**config.mk**
```make
export PLATFORM = sky130hd
export DESIGN_NAME = pwm_speed_ramp_flat
export DESIGN_NICKNAME = d
export VERILOG_FILES = /design/src/rtl/pwm_speed_ramp_if.sv /design/src/rtl/pwm_speed_ramp.sv /design/src/flat_wrapper.sv
export SDC_FILE = /design/constraint.sdc
export NUM_CORES = 1
export LEC_CHECK = 0
export CORE_MARGIN = 2
export CORE_UTILIZATION = 25
export CTS_CLUSTER_DIAMETER = 150
export CTS_CLUSTER_SIZE = 25
export DETAILED_ROUTE_END_ITERATION = 6
export GPL_ROUTABILITY_DRIVEN = 0
export SLEW_MARGIN = 20
export SYNTH_ARGS = -nofsm -noshare
export SYNTH_HDL_FRONTEND = slang
export SYNTH_SLANG_ARGS = --single-unit
```
**constraint.sdc**
```tcl
create_clock -name clk -period 3.6 [get_ports clk]
set_input_delay 1.08 -clock clk [delete_from_list [all_inputs] [get_ports clk]]
set_output_delay 1.08 -clock clk [all_outputs]
set_load 0.1 [all_outputs]
```
**src/rtl/pwm_speed_ramp_if.sv**
```systemverilog
// Target-speed command channel into the PWM speed ramp: valid/ready handshake
// carrying an 8-bit requested speed.
interface pwm_speed_ramp_if;
  localparam int unsigned SPEED_W = 8;

  logic               cmd_valid;
  logic               cmd_ready;
  logic [SPEED_W-1:0] cmd_speed;

  modport master (output cmd_valid, output cmd_speed, input  cmd_ready);
  modport slave  (input  cmd_valid, input  cmd_speed, output cmd_ready);
endinterface

```
**src/rtl/pwm_speed_ramp.sv**
```systemverilog
// Slew-rate limiter feeding the PWM speed generator: clamps accepted targets
// and walks speed_out toward them by STEP once per tick, with emergency stop.
module pwm_speed_ramp #(
  parameter int unsigned TICK_DIV  = 607,
  parameter int unsigned STEP      = 4,
  parameter int unsigned MAX_SPEED = 199
) (
  input  logic                   clk,
  input  logic                   rst,
  pwm_speed_ramp_if.slave        cmd,
  input  logic                   estop,
  output logic [7:0]             speed_out,
  output logic                   at_target,
  output logic                   busy
);
  localparam int unsigned SPEED_W = 8;
  localparam int unsigned CNT_W   = 16;
  localparam int unsigned SUM_W   = SPEED_W + 1;

  typedef enum logic [1:0] {IDLE, UP, DOWN, STOP} state_t;

  state_t             state_q, state_d;
  logic [SPEED_W-1:0] speed_q, speed_d;
  logic [SPEED_W-1:0] target_q, target_d;
  logic [CNT_W-1:0]   tick_cnt;
  logic               tick;
  logic               accept;
  logic [SPEED_W-1:0] clamped;
  logic [SUM_W-1:0]   up_sum;
  logic signed [SUM_W-1:0] dn_diff;

  assign tick          = (tick_cnt == CNT_W'(TICK_DIV - 1));
  assign cmd.cmd_ready = !rst && !estop && (state_q != STOP);
  assign accept        = cmd.cmd_valid && cmd.cmd_ready;
  assign clamped       = (cmd.cmd_speed > SPEED_W'(MAX_SPEED)) ? SPEED_W'(MAX_SPEED)
                                                               : cmd.cmd_speed;
  // Step arithmetic one bit wider so neither direction can wrap.
  assign up_sum        = {1'b0, speed_q} + SUM_W'(STEP);
  assign dn_diff       = $signed({1'b0, speed_q}) - $signed(SUM_W'(STEP));

  assign speed_out = speed_q;
  assign at_target = (state_q == IDLE);
  assign busy      = (state_q == UP) || (state_q == DOWN);

  // State register, free-running tick counter and datapath registers.
  always_ff @(posedge clk) begin
    if (rst) begin
      state_q  <= IDLE;
      speed_q  <= '0;
      target_q <= '0;
      tick_cnt <= '0;
    end else begin
      state_q  <= state_d;
      speed_q  <= speed_d;
      target_q <= target_d;
      tick_cnt <= tick ? '0 : tick_cnt + CNT_W'(1);
    end
  end

  // Next state, target capture and per-tick step.
  always_comb begin
    state_d  = state_q;
    speed_d  = speed_q;
    target_d = target_q;

    if (estop) begin
      state_d  = STOP;
      speed_d  = '0;
      target_d = '0;
    end else begin
      if (state_q == STOP)          state_d = IDLE;
      else if (speed_q < target_q)  state_d = UP;
      else if (speed_q > target_q)  state_d = DOWN;
      else                          state_d = IDLE;

      if (accept) target_d = clamped;

      if (tick && (state_q == UP)) begin
        speed_d = (up_sum > {1'b0, target_q}) ? target_q : up_sum[SPEED_W-1:0];
      end else if (tick && (state_q == DOWN)) begin
        speed_d = (dn_diff < $signed({1'b0, target_q})) ? target_q
                                                         : dn_diff[SPEED_W-1:0];
      end
    end
  end
endmodule
```
**src/flat_wrapper.sv**
```systemverilog
// flat-port wrapper written by rule: the top's interface ports become plain ports
module pwm_speed_ramp_flat 
#(
  parameter int unsigned TICK_DIV  = 607,
  parameter int unsigned STEP      = 4,
  parameter int unsigned MAX_SPEED = 199
)
  (clk, rst, estop, speed_out, at_target, busy, cmd_cmd_valid, cmd_cmd_speed, cmd_cmd_ready);
  pwm_speed_ramp_if cmd_i ();
  input  logic clk;
  input  logic rst;
  input  logic estop;
  output logic [7:0] speed_out;
  output logic at_target;
  output logic busy;
  input wire logic [$bits(cmd_i.cmd_valid)-1:0] cmd_cmd_valid;
  input wire logic [$bits(cmd_i.cmd_speed)-1:0] cmd_cmd_speed;
  output wire logic [$bits(cmd_i.cmd_ready)-1:0] cmd_cmd_ready;
  assign cmd_i.cmd_valid = cmd_cmd_valid;
  assign cmd_i.cmd_speed = cmd_cmd_speed;
  assign cmd_cmd_ready = cmd_i.cmd_ready;
  pwm_speed_ramp #(.TICK_DIV(TICK_DIV), .STEP(STEP), .MAX_SPEED(MAX_SPEED)) u_core (.clk(clk), .rst(rst), .cmd(cmd_i), .estop(estop), .speed_out(speed_out), .at_target(at_target), .busy(busy));
endmodule
```
---- Yosys cells after proc, flatten, opt, wreduce, memory -nomap -nowiden ----
Cells that the tools add are included.
word-level totals
  output and inout port bits .............. 11
  word-level logic and storage cells ...... 38
  bits in registers ....................... 34
cells by class
  eq/ne operators ......................... 5
  $add $sub $neg .......................... 3
  mux-type cells .......................... 9
  reduce and logical (&&, ||, !) cells .... 12
  magnitude comparators ................... 5
operators by type and width
  operator                                               number
  2-to-1 mux 8 bit                                       5
  adder 16 x 1 -> 16 bit (second input constant)         1
  == test 16 x 10 -> 1 bit (second input constant)       1
  adder 8 x 3 -> 9 bit (second input constant)           1
  greater-than comparator 9 x 8 -> 1 bit                 1
  < comparator 9 bit                                     1
  subtractor 8 x 3 -> 9 bit (second input constant)      1
  greater-than comparator 8 bit                          1
  greater-than comparator 8 bit (second input constant)  1
  < comparator 8 bit                                     1
  2-to-1 mux 2 bit                                       4
  logical AND 1 bit                                      5
  == test 2 bit (second input constant)                  2
  OR reduction 2 bit                                     2
  == test 2 x 1 -> 1 bit (second input constant)         1
  zero test 1 bit                                        2
  zero test 2 bit                                        1
  != test 2 bit (second input constant)                  1
  nonzero test 2 bit                                     1
  logical OR 1 bit                                       1

---- Logic depth before layout (Yosys ltp) ----
Gate-level depths: netlist of run 1.
  depth after elaboration ................. 5
  gate-level depth with buffers ........... 12
  gate-level depth less buffers ........... 12

---- Worst setup path before layout of run 1 ----
Ideal clock, no wire load.
  kind .................................... input -> output
  from .................................... input estop
  to ...................................... output cmd_cmd_ready
  slack ................................... -157 ps
  cell stages on the path ................. 2
  data arrival time ....................... 2677 ps
  path buffers ............................ 0
  required time ........................... 2520 ps
  cells stage by stage .................... or2_2 > nor2_1
on the way
  longest elaborated chain between the ends .. 3
RTL lines
  what                             RTL line              text
  start: declaration               flat_wrapper.sv:12    input logic estop;
  zero test 1 bit                  pwm_speed_ramp.sv:33  assign cmd.cmd_ready = !rst && !estop && (state_q != STOP);
  logical AND 1 bit (2 in series)  pwm_speed_ramp.sv:33
  end: declaration                 flat_wrapper.sv:18    output wire logic [$bits(cmd_i.cmd_ready)-1:0] cmd_cmd_ready;
Every way passes these cells.

---- Worst setup path after layout of run 1 ----
  from .................................... input rst
  to ...................................... output cmd_cmd_ready
on the way
  longest elaborated chain between the ends .. 3
RTL lines
  what                             RTL line              text
  start: declaration               flat_wrapper.sv:11    input logic rst;
  zero test 1 bit                  pwm_speed_ramp.sv:33
  logical AND 1 bit (2 in series)  pwm_speed_ramp.sv:33
Every way passes these cells.

==> results of run 1 <==
-- routing by layer --
layer,part of all wire [%],vias up
li1,-,978
met1,48,906
met2,46,30
met3,2.3,12
met4,3.0,0
met5,0,-
-- cell families after synthesis --
logic type | count (synthesis) | share of synthesized area, %
simple gates | 102 | 24.19
compound gates | 53 | 16.48
flops | 34 | 30.60
fa+ha+maj | 27 | 15.19
buf+inv | 25 | 4.386
xor+xnor | 21 | 8.268
mux | 2 | 0.8999
-- power groups by stage --
stage	Combinational (mW)	Clock, mW	Sequential [mW]
after global routing	0.139	0.292	0.394
after CTS	0.128	0.278	0.393
after global placement	0.127	0	0.401
after floorplan	0.0926	0	0.399
final	0.127	0.271	0.393
after detailed placement	0.127	0	0.402
-- layout make-up --
| cell class | count | area [um2] | share of cell area, % |
|---|---|---|---|
| flip-flops and latches | 34 | 680.7 | 25.93 |
| clock buffers | 6 | 72.57 | 2.765 |
| well taps | 108 | 135.1 | 5.148 |
| inverters | 18 | 67.56 | 2.574 |
| repair buffers | 23 | 212.7 | 8.103 |
| clock inverters | 1 | 7.507 | 0.2860 |
| multi-input cells | 205 | 1449 | 55.20 |
-- cells in the final DEF (no fill, tap or decap), types with 2 or more instances in the layout --
master / netlist / layout
a211o_2: 2 / 2
a211oi_1: 3 / 3
a21o_1: 2 / 2
a21oi_1: 16 / 16
a221o_2: 2 / 2
buf_4: 0 / 11
clkbuf_8: 0 / 5
clkdlybuf4s50_1: 0 / 11
dfxtp_1: 34 / 34
ha_1: 27 / 27
inv_1: 18 / 18
mux2i_1: 2 / 2
nand2_1: 18 / 18
nand3_1: 20 / 20
nand4_1: 2 / 2
nor2_1: 39 / 38
nor2_2: 1 / 2
nor3_1: 6 / 6
nor3b_1: 2 / 2
o21ai_0: 8 / 8
o21ai_1: 2 / 2
o31ai_1: 5 / 5
or2_2: 2 / 2
xnor2_1: 6 / 6
xor2_1: 15 / 15
-- state kept, by name, indices dropped and copies added, names as in the netlist --
register / count
u_core.tick_cnt: 16
u_core.target_q: 8
u_core.speed_out: 8
u_core.state_q: 2
-- worst max path at each step --
stage	from	endpoint	slack (ps)	cells after the start
finish	rst	cmd_cmd_ready	270	4
CTS	rst	cmd_cmd_ready	260	4
global route	rst	cmd_cmd_ready	210	4
global placement	rst	cmd_cmd_ready	290	4
floorplan	u_core.speed_out[4]$_SDFFE_PP0P_	u_core.speed_out[5]$_SDFFE_PP0P_	250	12
detailed placement	rst	cmd_cmd_ready	270	4
-- worst max-delay path, stage by stage --
cell	delay, ps
clkdlybuf4s50_1	470
or2_2	320
nor2_2	180
buf_12	200
==> summary.md, run 1 <==
| Metric | Value |
|---|---|
| Hold-fix buffers, CTS | 0 |
| DP Wirelength | 3.997 mm |
| Drt wl/cell | 12.91 um |
| Largest cells by area after synthesis | dfxtp_1 (31%), ha_1 (15%), nor2_1 (6.6%), xor2_1 (5.9%), nand3_1 (4.5%) |
| Clock power share | 34.2% |
| Worst-case reg-to-reg path depth | 12 |
| Final instance area | 2625 um2 |
| Met2 GRT Util | 18.11% |
| Post-route ant nets | 0 |
| Grt ovf | 0 |
| Root Buffer | clkbuf_8 |
| Highest clock rate | 0.3002 GHz |
| Area growth from synthesis to final layout | 18.00% |
| Combinational Power Share | 16.1% |
| Min Clock Period, post-route | 3331 ps |
| Distinct cells, synth | 49 |
| Ratio of cells with drive above 1 in the final layout | 12.20% |
| EDFF count, synth | 0 |
| Slew at the pin closest to its max-slew limit | 827.9 ps |
| Synth top area share | 30.60% |
| Initial antenna violation count | 0 |
| RSZ-0062 raised after global routing | no |
| Crit-path max FO | 5 |
| Sequential area share after synthesis | 30.60% |
| Max Buffers Root-to-Sink | 2 |
| Drt first pass iters | 4 |
| Total track usage | 11.03% |
| Period utilisation layout | 92.54% |
| WP data required | 2520 ps |
| Dpl ws | 266.1 ps |
| Layout Utilization | 30.25% |
| Reg power frac | 49.7% |
| Main synth FF type | dfxtp_1 |
| GR Util met3 | 1.288% |
| Placed Area | 2545 um2 |
| Port Buffers | 22 |
| DRC violations left | 0 |
| Final cell count without fillers | 395 |
| Layout Skew | 8.226 ps |
| PwrDens | 301.4 nW/um2 |
| Setup slack after layout | 268.6 ps |
| Status | completed |
| Routed WL | 5.101 mm |
| TritonCTS Buffers | 5 |
| Register bit count reported by yosys | 34 |
| Lkg Pwr | 1.039 nW |
| CTS sink count | 34 |
| Switch share | 28.87% |
| Slew Limit Fails | 0 |
| Post-CTS setup buffers | 0 |
| Fraction of registers with async set/reset | 0% |
| H-tree depth | 2 |
| Synth cell count leaders | nor2_1 (39), dfxtp_1 (34), ha_1 (27) |
| Hold Crit Depth | 2 |
| N_diodes | 0 |
| Vias in the first global route | 1911 |
| Largest net degree at the start of global routing | 17 |
| Most Crowded Layer GR | met2 |
| Post_cts resized | 0 |
| Hold path start | u_core.target_q[3]$_SDFFE_PP0P_ |
| Clk_lat worst skew | 290 ps |
| Crit. End Element | output pin |
| Max_cap viols | 0 |
| Reg clk slew, reported paths | 70 ps |
| Min-Delay Path Class | flop to flop |
| Io pins | 23 |
| Chip Width | 98.33 um |
| Critical path class | input port to output pin |
| NumNets Final | 326 |
| Die H | 98.33 um |
| R2R Setup Slk | 550 ps |
| Mapped Cells | 264 |
| Overall Power | 791.1 uW |
| Hold Path End | u_core.target_q[3]$_SDFFE_PP0P_ |
| Vias | 1926 |
| Placed cells | 388 |
| Max_slew headroom | 44.47% |
| Max VDD drop | 0.1784 mV |
| Yosys warns | 0 |
| FILL cells | 959 |
| Startpoint types | input port |
| Top-count cell post-synth | nor2_1 |
| Post-synthesis area per instance | 8.427 um2 |
| TNS Setup | 0 ps |
| Drt initial violations | 77 |
| Hold slack final | 463.2 ps |
| Netlist Area Pre-Place | 2225 um2 |
| Met1 Track Usage GR | 14.44% |
| Initial core utilization | 25.63% |
| Setup-failing EPs final | 0 |
| Total Die Area | 9669 um2 |
| Area leader, netlist | dfxtp_1 |
| Critical Path AT | 2250 ps |
| Cell Rows | 34 |
| Post-Syn Nets | 303 |
| Reg-to-Reg Start | u_core.speed_out[2]$_SDFFE_PP0P_ |
| First-pass GRT wire length | 8.838 mm |
| Pint | 562.7 uW |
| CTS tree | done |
| Total core area | 8678 um2 |
| Vias/cell | 4.876 |
| Final Hold Viols | 0 |
| Switching power | 228.4 uW |
| RR Endpoint | u_core.speed_out[4]$_SDFFE_PP0P_ |
Note: power is estimated with default switching activity, not from simulation.
==> run 2, diff against run 1 <==
- CORE_ASPECT_RATIO: unset -> 0.5
- CTS_CLUSTER_DIAMETER: 150 -> unset
==> run 2 against run 1 <==
Effect of this change:
- count of clock-buffer cells in the layout increased by 1
- largest cell class unchanged
- critical path type unchanged
- clock power increased by 56%
- global-route usage about the same
- worst hold slack got worse by 7.2 ps
- die area increased by 0.48%
- critical path depth unchanged
==> summary.md, run 2 (synthesis results as in run 1) <==
| Metric | Value |
|---|---|
| Status | completed |
| CTS tree | done |
| Reg clk slew, reported paths | 50 ps |
| TritonCTS Buffers | 5 |
| RSZ-0062 raised after global routing | no |
| Total track usage | 10.99% |
| Most common cell after layout, fill and taps aside | nor2_1 |
| Die H | 70.71 um |
| Setup-failing EPs final | 0 |
| Period utilisation layout | 93.19% |
| Crit-path max FO | 5 |
| Layout Skew | 5.808 ps |
| Max VDD drop | 0.1439 mV |
| Crit path cell chain | clkdlybuf4s50_1, or2_2, nor2_2, buf_12 |
| CTS sink count | 34 |
| Drt first pass iters | 4 |
| DRC violations left | 0 |
| Critical Path AT | 2270 ps |
| Slew at the pin closest to its max-slew limit | 782.7 ps |
| H-tree depth | 2 |
| Drt initial violations | 133 |
| Max Buffers Root-to-Sink | 2 |
| Drt wl/cell | 11.93 um |
| Ratio of cells with drive above 1 in the final layout | 12.80% |
| Vias/cell | 4.576 |
| Initial antenna violation count | 0 |
| Total Die Area | 9715 um2 |
| TNS Setup | 0 ps |
| Dpl ws | 215.9 ps |
| Largest register FFs | 16 |
| Grt ovf | 0 |
| Area growth from synthesis to final layout | 21.88% |
| Post_cts resized | 0 |
| Min Clock Period, post-route | 3355 ps |
| Slowest-stage cell, CP | clkdlybuf4s50_1 |
| WP data required | 2520 ps |
| Post-route ant nets | 0 |
| DP Wirelength | 3.813 mm |
| Port Buffers | 22 |
| Max_slew headroom | 47.51% |
| Chip Width | 137.4 um |
| Crit path max-delay family | buffers and inverters |
| Most frequent cells in the layout | nor2_1 (38), dfxtp_1 (34), ha_1 (27), nand3_1 (20) |
| Highest clock rate | 0.2981 GHz |
| Hold-fix buffers, CTS | 0 |
| Worst path max stage delay | 460 ps |
| Vias in the first global route | 1750 |
| Setup slack after layout | 245.3 ps |
| Cell Rows | 24 |
| PwrDens | 348.3 nW/um2 |
| Startpoint types | input port |
| Final Hold Viols | 0 |
| Crit. End Element | output pin |
| Lkg Pwr | 1.081 nW |
| Hold slack final | 456.0 ps |
| Reg with most FFs | u_core.tick_cnt |
| CP bufs+invs | 2 |
| Io pins | 23 |
| Root Buffer | clkbuf_16 |
| Largest net degree at the start of global routing | 17 |
| First-pass GRT wire length | 8.521 mm |
| Vias | 1858 |
| Post-CTS setup buffers | 0 |
| Initial core utilization | 25.63% |
| Max_cap viols | 0 |
| N_diodes | 0 |
| Total core area | 8678 um2 |
| Routed WL | 4.845 mm |
| NumNets Final | 327 |
| Min-Delay Path Class | flop to flop |
| Slew Limit Fails | 0 |
| Critical path class | input port to output pin |
| Clk_lat worst skew | 270 ps |
-- run 2: cell count changes in the layout (fill, tap and decap cells not counted) --
| cell | before | now |
|---|---|---|
| buf_4 | 11 | 12 |
| clkbuf_16 | 0 | 5 |
| clkbuf_8 | 5 | 1 |
| clkinv_2 | 0 | 1 |
| clkinvlp_4 | 1 | 0 |
-- run 2: worst paths after layout --
check | slack (ps) | depth (start not counted) | endpoint | start
hold / removal | 460 | 2 | u_core.target_q[3]$_SDFFE_PP0P_ | u_core.target_q[3]$_SDFFE_PP0P_
hold reg to reg | 460 | 2 | u_core.target_q[3]$_SDFFE_PP0P_ | u_core.target_q[3]$_SDFFE_PP0P_
setup / recovery | 250 | 4 | cmd_cmd_ready | rst
setup reg to reg | 600 | 12 | u_core.speed_out[4]$_SDFFE_PP0P_ | u_core.speed_out[2]$_SDFFE_PP0P_
-- run 2: report_power, final --
group / internal [mW] / switching [mW]
clock: 0.274 / 0.149
sequential: 0.386 / 0.00734
combinational: 0.0457 / 0.0828
total: 0.705 / 0.239
-- run 2: stage by stage --
| step | std cells | total power [mW] | instance area [um2] | utilization, % |
|---|---|---|---|---|
| 2_1_floorplan | 264 | 0.4917 | 2227 | - |
| 3_3_place_gp | 398 | 0.5301 | 2564 | 29.54 |
| 3_5_place_dp | 398 | 0.5300 | 2564 | 29.54 |
| 4_1_cts | 406 | 0.9575 | 2711 | 31.24 |
| 5_1_grt | 406 | 0.9901 | 2711 | 31.24 |
| 6_report | 406 | 0.9445 | 2711 | 31.24 |
-- run 2: final cells by class --
class / instances / area [um2]
clock buffers: 7 / 142.6
clock inverters: 1 / 5.005
fillers: 910 / 5967
inverters: 18 / 67.56
multi-input cells: 205 / 1449
flip-flops and latches: 34 / 680.7
well taps: 117 / 146.4
repair buffers: 24 / 220.2
-- run 2: layer usage --
metal / wire [um] / track usage (%) / vias to the layer above / share of wire, %
li1: - / - / 980 / -
met1: 2313 / 14.29 / 842 / 48
met2: 2291 / 17.80 / 32 / 47
met3: 181 / 3.154 / 4 / 3.7
met4: 58 / 3.207 / 0 / 1.2
met5: 0 / 0 / - / 0
-- run 2: worst min-delay path: cells and delay by family, from the launching register on --
family,cells,cell delay (ps)
AOI/OAI and AO/OA,1,50
DFF,1,310
and+or+nand+nor,1,50
==> run 3, diff against run 2 <==
- SETUP_SLACK_MARGIN: unset -> 0.1
- SKIP_CTS_REPAIR_TIMING: unset -> 1
==> results of run 3 <==
No change in the layout: final DEF, timing and power equal those of run 2.
